===== src/rtl/audio_voice_mixer.sv =====
// Multi-voice sample player: time-multiplexes one sample-memory read port across
// VOICES voices and sums the active ones with signed saturation per sample_tick.
module audio_voice_mixer #(
    parameter int ADDR_W = 10,
    parameter int DATA_W = 16,
    parameter int VOICES = 4
) (
    input  logic                       Clk,
    input  logic                       Reset,
    input  logic                       sample_tick,
    input  logic [VOICES-1:0]          play,
    input  logic [VOICES-1:0]          stop,
    input  logic [VOICES-1:0]          loop,
    input  logic [VOICES*ADDR_W-1:0]   voice_base,
    input  logic [VOICES*ADDR_W-1:0]   voice_len,
    output logic [ADDR_W-1:0]          sound_address,
    input  logic [DATA_W-1:0]          sound_data,
    output logic [DATA_W-1:0]          sample_out,
    output logic                       sample_valid,
    output logic [VOICES-1:0]          playing,
    output logic [VOICES-1:0]          done,
    output logic                       busy,
    output logic                       tick_overrun
);

    localparam int VW = (VOICES > 1) ? $clog2(VOICES) : 1;
    localparam int AW = DATA_W + 3;
    localparam logic [VW-1:0] LAST = VW'(VOICES - 1);
    localparam logic signed [AW-1:0] SAT_MAX = {4'b0000, {(DATA_W-1){1'b1}}};
    localparam logic signed [AW-1:0] SAT_MIN = {4'b1111, {(DATA_W-1){1'b0}}};

    typedef enum logic [1:0] {IDLE, FETCH, DRAIN} state_t;

    state_t                 state;
    logic [VW-1:0]          v;
    logic signed [AW-1:0]   acc;
    logic signed [AW-1:0]   acc_next;
    logic signed [AW-1:0]   term;
    logic [ADDR_W-1:0]      offset [VOICES];
    logic [VOICES-1:0]      pend_play;
    logic [VOICES-1:0]      pend_stop;
    logic [VOICES-1:0]      eff_play;
    logic [VOICES-1:0]      eff_stop;
    logic [VOICES-1:0]      start;
    logic [VW-1:0]          data_voice;
    logic [VW-1:0]          addr_voice;
    logic                   data_en;
    logic                   data_play;
    logic [ADDR_W-1:0]      addr_off;
    logic [ADDR_W-1:0]      addr_next;
    logic [ADDR_W-1:0]      data_len;
    logic [DATA_W-1:0]      sat_out;

    always_comb begin
        eff_play = pend_play | play;
        eff_stop = pend_stop | stop;
        start    = '0;
        for (int unsigned i = 0; i < VOICES; i++) begin
            start[i] = eff_play[i] & ~eff_stop[i] & (voice_len[i*ADDR_W +: ADDR_W] != '0);
        end

        // Read data lags the address by one cycle, so FETCH slot v carries voice v-1's data.
        data_en    = ((state == FETCH) && (v != '0)) || (state == DRAIN);
        data_voice = (state == DRAIN) ? LAST : v - VW'(1);
        data_play  = data_en & playing[data_voice];
        data_len   = voice_len[data_voice*ADDR_W +: ADDR_W];
        term       = data_play ? {{3{sound_data[DATA_W-1]}}, sound_data} : '0;
        acc_next   = acc + term;

        if (acc_next > SAT_MAX)      sat_out = {1'b0, {(DATA_W-1){1'b1}}};
        else if (acc_next < SAT_MIN) sat_out = {1'b1, {(DATA_W-1){1'b0}}};
        else                         sat_out = acc_next[DATA_W-1:0];

        // A play applied in the tick cycle must already be reflected in voice 0's address.
        addr_voice = (state == IDLE) ? '0 : v + VW'(1);
        addr_off   = ((state == IDLE) && start[0]) ? '0 : offset[addr_voice];
        addr_next  = voice_base[addr_voice*ADDR_W +: ADDR_W] + addr_off;
    end

    always_ff @(posedge Clk) begin
        if (Reset) begin
            state         <= IDLE;
            v             <= '0;
            acc           <= '0;
            sound_address <= '0;
            sample_out    <= '0;
            sample_valid  <= 1'b0;
            playing       <= '0;
            done          <= '0;
            busy          <= 1'b0;
            tick_overrun  <= 1'b0;
            pend_play     <= '0;
            pend_stop     <= '0;
            for (int unsigned i = 0; i < VOICES; i++) offset[i] <= '0;
        end else begin
            sample_valid <= 1'b0;
            done         <= '0;
            if (sample_tick && state != IDLE) tick_overrun <= 1'b1;

            if (state == IDLE) begin
                pend_play <= '0;
                pend_stop <= '0;
                for (int unsigned i = 0; i < VOICES; i++) begin
                    if (eff_stop[i]) begin
                        playing[i] <= 1'b0;
                    end else if (start[i]) begin
                        playing[i] <= 1'b1;
                        offset[i]  <= '0;
                    end
                end
            end else begin
                pend_play <= eff_play;
                pend_stop <= eff_stop;
            end

            if (data_play) begin
                if (offset[data_voice] == data_len - ADDR_W'(1)) begin
                    offset[data_voice] <= '0;
                    if (!loop[data_voice]) begin
                        playing[data_voice] <= 1'b0;
                        done[data_voice]    <= 1'b1;
                    end
                end else begin
                    offset[data_voice] <= offset[data_voice] + ADDR_W'(1);
                end
            end

            case (state)
                IDLE: begin
                    if (sample_tick) begin
                        state         <= FETCH;
                        v             <= '0;
                        acc           <= '0;
                        busy          <= 1'b1;
                        sound_address <= addr_next;
                    end
                end
                FETCH: begin
                    acc <= acc_next;
                    if (v == LAST) begin
                        state <= DRAIN;
                    end else begin
                        v             <= v + VW'(1);
                        sound_address <= addr_next;
                    end
                end
                DRAIN: begin
                    sample_out   <= sat_out;
                    sample_valid <= 1'b1;
                    busy         <= 1'b0;
                    state        <= IDLE;
                end
                default: state <= IDLE;
            endcase
        end
    end

endmodule


===== config.mk =====
export PLATFORM = sky130hd
export DESIGN_NAME = audio_voice_mixer
export DESIGN_NICKNAME = d
export VERILOG_FILES = /design/src/rtl/audio_voice_mixer.sv
export SDC_FILE = /design/constraint.sdc
export NUM_CORES = 1
export LEC_CHECK = 0
export CORE_MARGIN = 2
export CORE_UTILIZATION = 30
export CTS_CLUSTER_DIAMETER = 40
export CTS_CLUSTER_SIZE = 40
export DETAILED_ROUTE_END_ITERATION = 7
export PLACE_DENSITY = 0.5
export SYNTH_ARGS = -nofsm -noshare
export SYNTH_HDL_FRONTEND = slang
export SYNTH_SLANG_ARGS = --single-unit

===== constraint.sdc =====
create_clock -name Clk -period 6.4 [get_ports Clk]
set_input_delay 0.64 -clock Clk [delete_from_list [all_inputs] [get_ports Clk]]
set_output_delay 0.64 -clock Clk [all_outputs]
set_load 0.005 [all_outputs]

==> impl_results.md <==
* Root Buffer Master: clkbuf_16
* CTS Sinks at 108
* Initial Util at 30.36%
* Gpl congestion at 0.8543
* Slew headroom at 28.87%
* Port Buf Inserts at 147
* Drt via density at 5.317
* Peak VDD IR at 137.5 µV
* Max-capacitance violation count at 0
* GRT overflow at 0
* First drt pass iteration count at 5
* Reg2reg start: v[0]$_SDFFE_PP0P_
* Crit path capture type: flip-flop
* Diodes inserted at 0
* Design area at 0.009579 mm²
* Postcts setup bufs at 0
* Worst slew pin tran at 1064 ps
* Clock share of power at 29.8%
* Flop2flop setup slack at 1370 ps
* Resize count post-CTS at 0
* Vias at 7077
* # DRC at 0
* Final Non-Filler Cells at 1331
* Num CTS Buffers at 9
* Hold Path Sink: sound_address[6]$_SDFFE_PP0P_
* Initial antenna violation count at 0
* Die W at 163.2 µm
* First DRT Iteration DRCs at 463
* Dpl hpwl at 19.03 mm
* RSZ-0062 raised after global routing: false
* Leak at 3.548 nW
* Netlist cell types at 67
* TritonCTS clock tree: built
* Switching pwr at 0.6026 mW
* Pwr/cell area at 195.0 mW/mm²
* Fin crit share at 78.54%
* Cell Area, Placed at 0.009295 mm²
* CP Data Arrival Time at 5300 ps
* IO Pins at 148
* Combinational Power Share at 29.3%
* FFs w/ async S/R, synth at 0%
* Min-delay src: sound_address[6]$_SDFFE_PP0P_
* CP startpoint kind: flip-flop
* WHS Path Cells at 2
* Most common cell after layout, fill and taps aside: clkdlybuf4s50_1
* Final WL at 25.47 mm
* Int Power at 1.265 mW
* Syn_nets at 1025
* Largest net degree at the start of global routing at 51
* First-pass GRT wire length at 39.13 mm
* H-tree depth at 3
* Status: completed
* Sw Share at 32.27%
* Post-DRT Antenna Nets at 0
* Worst R2R End: sound_address[9]$_SDFFE_PP0P_
* Final hold vios at 0
* Fillers at 2579
* Num rows at 58
* Clk_lat worst skew at 360 ps
* Clock Path Buffers at 2
* Sequential area share after synthesis at 33.71%
* Commonest non-fill, non-tap cells in the layout: clkdlybuf4s50_1, nor2_1, nand2_1, dfxtp_1, edfxtp_1
* Post-CTS Hold Fix Bufs at 0
* Crit path required time at 6670 ps
* Final min period at 5027 ps
* Final Skew at 8.392 ps
* CP max FO at 39
* Critical path type: flip-flop to flip-flop
* Worst Reg2Reg Path Length in Cells at 15
* Drt wl/cell at 19.13 µm
* Share of post-route cells with drive strength above 1 at 6.094%
* Number of flops mapped to enable cells by yosys at 40
* Die area at 0.02663 mm²
* Clock transition at path regs at 70 ps
* Syn_area_per_cell at 8.628 µm²
* Sequential Power Share at 40.9%
* Final slew viol count at 0
* Gate Count Post-Synth at 881
* Flop and latch count out of synthesis at 108
* Synth-to-layout area growth at 26.02%
* Post-Place Cells at 1315
* Main synth FF type: dfxtp_1
* Core Area at 0.02504 mm²
* Total Neg Setup Slack at 0 ps
* Vias in the first global route at 6773
* Final setup violating endpoints at 0
* Hold WC Path Type: flip-flop to flip-flop
* Die span in y at 163.2 µm
* Synth Warn # at 0
* Gr usage total at 19.01%
* Final-stage net count at 1140
* F_max at 198.9 MHz
* Post-synth design cell area at 0.007601 mm²
worst max-delay path by stage:
stage	start	end	slack, ps	cells past startpoint
6_report	v[0]$_SDFFE_PP0P_	sound_address[9]$_SDFFE_PP0P_	1370	15
5_1_grt	v[0]$_SDFFE_PP0P_	sound_address[9]$_SDFFE_PP0P_	1040	15
4_1_cts	v[0]$_SDFFE_PP0P_	sound_address[9]$_SDFFE_PP0P_	1450	15
3_5_place_dp	v[0]$_SDFFE_PP0P_	sound_address[8]$_SDFFE_PP0P_	1510	17
3_3_place_gp	v[0]$_SDFFE_PP0P_	sound_address[9]$_SDFFE_PP0P_	1520	15
2_1_floorplan	v[0]$_SDFFE_PP0P_	sample_out[10]$_SDFFE_PP0P_	1500	22
stage by stage:
step           hold slack [ps]  utilization (%)  total power, mW  worst slack (ps)
2_1_floorplan            432.1                -            1.108              1504
3_3_place_gp             442.2            37.13            1.328              1522
3_5_place_dp             446.9            37.13            1.327              1512
4_1_cts                  456.3            38.26            1.886              1446
5_1_grt                  468.7            38.26            1.964              1044
6_report                 453.7            38.26            1.867              1373
kinds of logic after synthesis:
kind of cell,synth area share [%]
flops,33.71
buf+inv,5.992
compound gates,23.70
mux,3.029
fa+ha+maj,5.630
xor+xnor,5.515
simple gates,22.42
area by class of cell:
type,count,area [µm²],share of cell area [%]
clock buffers,10,239.0,2.495
clock inverters,6,45.04,0.4702
repair buffers,165,1607,16.77
flip-flops and latches,108,2564,26.76
multi-input cells,681,4596,47.98
inverters,31,116.4,1.215
well taps,330,412.9,4.310
synth_stat cells (21+ instances only):
cell,instances,area (µm²)
clkbuf_1,31,116.4
a22oi_1,21,157.7
ha_1,31,387.9
nor3_1,38,190.2
nand2_1,87,326.6
nor2_1,88,330.3
dfxtp_1,68,1361
a211oi_1,27,202.7
a31oi_1,32,200.2
edfxtp_1,40,1201
and2_1,27,168.9
nand3_1,27,135.1
mux2i_1,23,230.2
inv_1,30,112.6
a21oi_1,37,185.2
xnor2_1,32,280.3
state kept, by name, indices dropped and copies added (netlist names), 2 cells and up:
signal,cells
offset,40
acc,19
sample_out,16
sound_address,10
done,4
pend_play,4
pend_stop,4
playing,4
state,2
v,2
power groups by stage:
stage	Combinational, mW	Clock (mW)	Sequential, mW
after CTS	0.550	0.572	0.764
after floorplan	0.332	0	0.776
after detailed placement	0.546	0	0.780
final	0.546	0.557	0.764
after global routing	0.600	0.596	0.768
after global placement	0.548	0	0.780
worst max-delay path, cell delays in order, from the launching register on:
cell and delay [ps]:
dfxtp_2 340, inv_2 100, ha_2 450, buf_4 450, nand2_1 760, a311oi_1 700, ha_1 330, a21o_1 160
a21oi_1 210, o21bai_1 120, a2111oi_0 460, nor3_1 160, a21o_1 210, a21oi_1 170, xnor2_1 90, a211oi_1 240
layer usage:
metal | up-vias | part of all wire [%] | global-route usage, %
li1 | 3524 | - | -
met3 | 17 | 5.6 | 3.454
met1 | 3332 | 46 | 25.87
met2 | 204 | 47 | 31.34
met4 | 0 | 1.3 | 4.224
met5 | - | 0 | 0
Power figures use the tool's default switching activity.
